### src/rtl/fix_tx_scheduler.sv
// Round-robin arbiter for the single outbound FIX message-creation path.
// Latches the winner's type/host, pulses start, and holds until done or watchdog expiry.
module fix_tx_scheduler #(
    parameter int NUM_REQ = 4,
    parameter int HOST_W  = 8,
    parameter int TYPE_W  = 4,
    parameter int TIMEOUT = 1024,
    parameter int TO_W    = 11
) (
    input  logic                       clk,
    input  logic                       rst,
    input  logic [NUM_REQ-1:0]         req_i,
    input  logic [NUM_REQ*TYPE_W-1:0]  req_type_i,
    input  logic [NUM_REQ*HOST_W-1:0]  req_host_i,
    input  logic                       done_i,
    output logic [NUM_REQ-1:0]         gnt_o,
    output logic                       start_o,
    output logic [TYPE_W-1:0]          message_type_o,
    output logic [HOST_W-1:0]          host_addr_o,
    output logic                       busy_o,
    output logic                       abort_o,
    output logic                       timeout_err_o
);

    localparam int IDX_W = (NUM_REQ > 1) ? $clog2(NUM_REQ) : 1;

    typedef enum logic [1:0] {S_IDLE, S_START, S_WAIT, S_GAP} state_t;

    state_t              state_q;
    logic [IDX_W-1:0]    rr_ptr_q;
    logic [IDX_W-1:0]    win_q;
    logic [TO_W-1:0]     wd_q;
    logic [TYPE_W-1:0]   type_q;
    logic [HOST_W-1:0]   host_q;
    logic [NUM_REQ-1:0]  gnt_q;
    logic                start_q;
    logic                busy_q;
    logic                abort_q;
    logic                err_q;

    logic [TYPE_W-1:0]   type_a [NUM_REQ];
    logic [HOST_W-1:0]   host_a [NUM_REQ];
    logic [NUM_REQ-1:0]  elig;
    logic                pick_valid;
    logic [IDX_W-1:0]    pick_idx;
    logic [IDX_W-1:0]    rr_d;

    always_comb begin
        for (int i = 0; i < NUM_REQ; i++) begin
            type_a[i] = req_type_i[i*TYPE_W +: TYPE_W];
            host_a[i] = req_host_i[i*HOST_W +: HOST_W];
            // Type 0 means "no message": such a requester is never eligible.
            elig[i]   = req_i[i] && (type_a[i] != '0);
        end
    end

    // Scan from the highest offset down so the nearest eligible index after rr_ptr wins.
    always_comb begin : pick_c
        int               cand;
        logic [IDX_W-1:0] cand_idx;
        // NOTE: every combinational output gets a default first so no latch is inferred.
        pick_valid = 1'b0;
        pick_idx   = '0;
        cand       = 0;
        cand_idx   = '0;
        for (int k = NUM_REQ - 1; k >= 0; k--) begin
            cand = int'(rr_ptr_q) + k;
            if (cand >= NUM_REQ) cand = cand - NUM_REQ;
            cand_idx = IDX_W'(cand);
            if (elig[cand_idx]) begin
                pick_valid = 1'b1;
                pick_idx   = cand_idx;
            end
        end
    end

    assign rr_d = (win_q == IDX_W'(NUM_REQ - 1)) ? '0 : win_q + 1'b1;

    // NOTE: state uses non-blocking assignments; reset is synchronous, sampled at the clock edge.
    always_ff @(posedge clk) begin
        if (!rst) begin
            state_q  <= S_IDLE;
            rr_ptr_q <= '0;
            win_q    <= '0;
            wd_q     <= '0;
            type_q   <= '0;
            host_q   <= '0;
            gnt_q    <= '0;
            start_q  <= 1'b0;
            busy_q   <= 1'b0;
            abort_q  <= 1'b0;
            err_q    <= 1'b0;
        end else begin
            start_q <= 1'b0;
            gnt_q   <= '0;
            abort_q <= 1'b0;
            case (state_q)
                S_IDLE: begin
                    if (pick_valid) begin
                        state_q <= S_START;
                        win_q   <= pick_idx;
                        type_q  <= type_a[pick_idx];
                        host_q  <= host_a[pick_idx];
                        start_q <= 1'b1;
                        gnt_q   <= NUM_REQ'(1) << pick_idx;
                        busy_q  <= 1'b1;
                    end
                end
                S_START: begin
                    state_q <= S_WAIT;
                    wd_q    <= '0;
                end
                S_WAIT: begin
                    // Completion takes priority over a coincident watchdog expiry.
                    if (done_i) begin
                        state_q  <= S_GAP;
                        rr_ptr_q <= rr_d;
                        wd_q     <= '0;
                    end else if (wd_q == TO_W'(TIMEOUT - 1)) begin
                        state_q  <= S_GAP;
                        rr_ptr_q <= rr_d;
                        abort_q  <= 1'b1;
                        err_q    <= 1'b1;
                        wd_q     <= '0;
                    end else begin
                        wd_q <= wd_q + 1'b1;
                    end
                end
                S_GAP: begin
                    state_q <= S_IDLE;
                    busy_q  <= 1'b0;
                    type_q  <= '0;
                    host_q  <= '0;
                    wd_q    <= '0;
                end
                default: state_q <= S_IDLE;
            endcase
        end
    end

    assign gnt_o          = gnt_q;
    assign start_o        = start_q;
    assign message_type_o = type_q;
    assign host_addr_o    = host_q;
    assign busy_o         = busy_q;
    assign abort_o        = abort_q;
    assign timeout_err_o  = err_q;

endmodule

### config.mk
export PLATFORM = sky130hd
export DESIGN_NAME = fix_tx_scheduler
export DESIGN_NICKNAME = d
export VERILOG_FILES = /design/src/rtl/fix_tx_scheduler.sv
export SDC_FILE = /design/constraint.sdc
export NUM_CORES = 1
export LEC_CHECK = 0
export ABC_AREA = 1
export BUFFER_PORTS_ARGS = -buffer_cell sky130_fd_sc_hd__buf_2
export CAP_MARGIN = 20
export CORE_MARGIN = 4
export CORE_UTILIZATION = 55
export DETAILED_ROUTE_END_ITERATION = 8
export PLACE_DENSITY = 0.94
export SKIP_CTS_REPAIR_TIMING = 1
export SYNTH_ARGS = -nofsm -noshare
export SYNTH_HDL_FRONTEND = slang
export SYNTH_SLANG_ARGS = --single-unit
### constraint.sdc
create_clock -name clk -period 5.1 [get_ports clk]
set_input_delay 0.765 -clock clk [delete_from_list [all_inputs] [get_ports clk]]
set_output_delay 0.765 -clock clk [all_outputs]
set_load 0.03 [all_outputs]
==> impl_metrics.py <==
metrics = {
    "synth": {
        "syn_area_per_cell_sq_um": 6.29,
        "synth_fp_nets": 442,
        "syn_area_sq_um": 2390,
        "synth_edf_count": 0,
        "ys_types": 31,
        "ys_ff_latch": 37,
        "async_reset_ff_frac": 0,
        "syn_inst": 380,
        "seq_area_frac_synth": 0.310,
        "ys_warn_count": 0,
        "synth_top_flop_cell": "dfxtp_1",
    },
    "power": {
        "switching_share": 0.496,
        "power.leakage_uw": 0.00155,
        "finalPower_uw": 1450,
        "p_per_area_nw_per_um2": 512,
        "internal-power_uw": 731,
        "switchingPower_uw": 718,
        "comb_power_share": 0.551,
        "power.share.sequential": 0.294,
        "peakVddDrop_uv": 363,
        "clkPwrFrac": 0.155,
    },
    "grt": {
        "antenna_found_initial": 0,
        "grtUsageTotal": 0.241,
        "grt_pass1_vias": 2425,
        "grt_max_degree": 28,
        "grt-ovfl-total": 0,
        "grt_pass1_wl_um": 10400,
    },
    "floorplan": {
        "start_util": 0.581,
        "ioPinCount": 75,
        "core_sq_um": 4120,
        "fp-row-count": 23,
        "die_w_um": 73.9,
        "chipHeight_um": 73.9,
        "die_area_sq_um": 5470,
    },
    "route": {
        "firstDrtPassIters": 4,
        "postRouteAntennaNets": 0,
        "wl_um": 6380,
        "route.vias.total": 2682,
        "drc": 0,
        "drt_iter0_markers": 214,
        "vias_per_cell": 5.40,
        "routedWlPerCell_um": 12.8,
    },
    "place": {
        "place_congestion": 0.871,
        "portBuffers": 74,
        "hpwl_um": 4780,
    },
    "outcome": {
        "status": "completed",
    },
    "timing": {
        "min_period_over_period": 0.514,
        "slew_headroom": 0.479,
        "worstMarginPinSlew_ns": 0.779,
        "achievable-frequency_ghz": 0.382,
        "final-hold-violation-count": 0,
        "setup_tns_ns": 0,
        "slew_violations": 0,
        "period_needed_ns": 2.62,
        "rsz0062_at_grt": "false",
        "skew_ns": 0.00343,
        "setup_violations": 0,
    },
    "layout": {
        "final_cell_mix": "89 x nand2_1, 74 x buf_2, 73 x nand3_1",
        "layout.nets": 508,
        "ff_latch_area_sq_um": 741,
        "postLayoutCoreUtil": 0.688,
        "drive_gt1_frac": 0.215,
        "fillers": 359,
        "multiInputGateArea_sq_um": 1280,
        "syn_to_final_growth_pct": 18.4,
        "mostFrequentLayoutCell": "nand2_1",
        "diodes": 0,
    },
    "cts": {
        "cts_tree": "done",
        "htreeDepth": 2,
        "ctsRootBufferMaster": "clkbuf_8",
        "clk_pin_slew_ns": 0.07,
        "clockBufferDepth": 2,
        "numCtsBuffers": 5,
        "clock_sinks": 37,
        "clk_latency_ns": 0.29,
    },
    "worst_hold_path": {
        "hp-class": "reg2reg",
    },
    "setup_path": {
        "critPathRequiredTime_ns": 5.29,
        "crit_path_frequent_cell": "nand2_1",
        "arrival_ns": 2.81,
        "end_kind": "flop",
        "worstPathCellList": "buf_2 -> nor2_1 -> nand2_1 -> nand3_1 -> nand2_1 -> nor2_1 -> nand2_1 -> nand2_1 -> nor2_1 -> nand2_1 -> a21oi_1",
        "slowest_delay_ns": 0.74,
        "path_delay_family": "simple AND/OR/NAND/NOR gates",
        "crit_fanout": 18,
        "path_buf_inv": 1,
        "crit_path_start_kind": "input port",
        "cpMaxStageDelayCell": "nor2_1",
        "critPathKind": "in2reg",
    },
    "job": {
        "max_cap_violations": 0,
    },
}
==> power groups by stage <==
stage	logic [uW]	registers, uW	clock network (uW)
5_1_grt	889	432	242
3_3_place_gp	758	426	0
6_report	798	426	224
2_1_floorplan	523	531	0
4_1_cts	792	423	226
3_5_place_dp	784	429	0
==> per-stage QoR <==
stage | worst slack, ns | instance area [sq um] | hold WS [ns] | cells
after global placement | 2.41 | 2730 | 0.431 | 489
after global routing | 2.28 | 2830 | 0.501 | 497
after detailed placement | 2.28 | 2730 | 0.455 | 489
after floorplan | 3.02 | 2390 | 0.454 | 380
final | 2.48 | 2830 | 0.464 | 497
after CTS | 2.54 | 2830 | 0.475 | 497
==> cell type report <==
class                   instances  share of cell area
inverters                      72              0.0963
repair buffers                 74               0.131
well taps                      50              0.0221
clock inverters                 1             0.00177
clock buffers                   7              0.0340
multi-input cells             256               0.453
flip-flops and latches         37               0.262
==> final timing paths <==
kind | from | end | slack [ns] | depth (start not counted)
max | req_type_i[14] | message_type_o[3]$_SDFFE_PN0P_ | 2.48 | 11
min | timeout_err_o$_SDFFE_PN0P_ | timeout_err_o$_SDFFE_PN0P_ | 0.46 | 1
max reg2reg | rr_ptr_q[0]$_SDFFE_PN0P_ | message_type_o[3]$_SDFFE_PN0P_ | 2.51 | 8
min reg2reg | timeout_err_o$_SDFFE_PN0P_ | timeout_err_o$_SDFFE_PN0P_ | 0.46 | 1
==> metal layers <==
| metal | wire length [um] | GRT usage | share of wire | vias up |
|---|---|---|---|---|
| li1 | - | - | - | 1329 |
| met4 | 166 | 0.0885 | 0.026 | 0 |
| met5 | 0 | 0 | 0 | - |
| met2 | 3210 | 0.425 | 0.50 | 111 |
| met3 | 456 | 0.0378 | 0.072 | 17 |
| met1 | 2550 | 0.295 | 0.40 | 1225 |
==> cell usage after synthesis (3+ instances only) <==
library cell,number,area [sq um]
a21oi_1,22,110
buf_2,6,30.0
buf_6,3,33.8
clkbuf_1,4,15.0
dfxtp_1,37,741
ha_1,7,87.6
inv_1,66,248
inv_2,3,11.3
nand2_1,89,334
nand2_2,4,25.0
nand3_1,73,365
nor2_1,25,93.8
nor3_1,8,40.0
nor3b_1,3,22.5
nor4_1,5,31.3
o21ai_0,5,25.0
==> worst reg2reg max path, stage by stage, from the launching register on <==
cell     delay, ns
dfxtp_1       0.61
nand3_1       0.14
nand2_1       0.14
nor2_1        0.07
nand2_1       0.08
nand2_1       0.35
nor2_1        0.75
nand2_1       0.15
a21oi_1       0.22
==> sequential cells by signal (all words and copies together) (netlist names) <==
name / count
abort_o: 1
start_o: 1
host_addr_o: 8
wd_q: 11
timeout_err_o: 1
busy_o: 1
gnt_o: 4
state_q: 2
message_type_o: 4
rr_ptr_q: 2
win_q: 2
==> cell families after synthesis <==
| family | Yosys count | share of synthesized area |
|---|---|---|
| xor gates and xnor gates | 3 | 0.0141 |
| and+or+nand+nor | 214 | 0.410 |
| DFF | 37 | 0.310 |
| AOI/OAI and AO/OA | 32 | 0.0759 |
| adders and majority gates | 7 | 0.0366 |
| buffers and inverters | 87 | 0.153 |
Power figures use the tool's default switching activity.
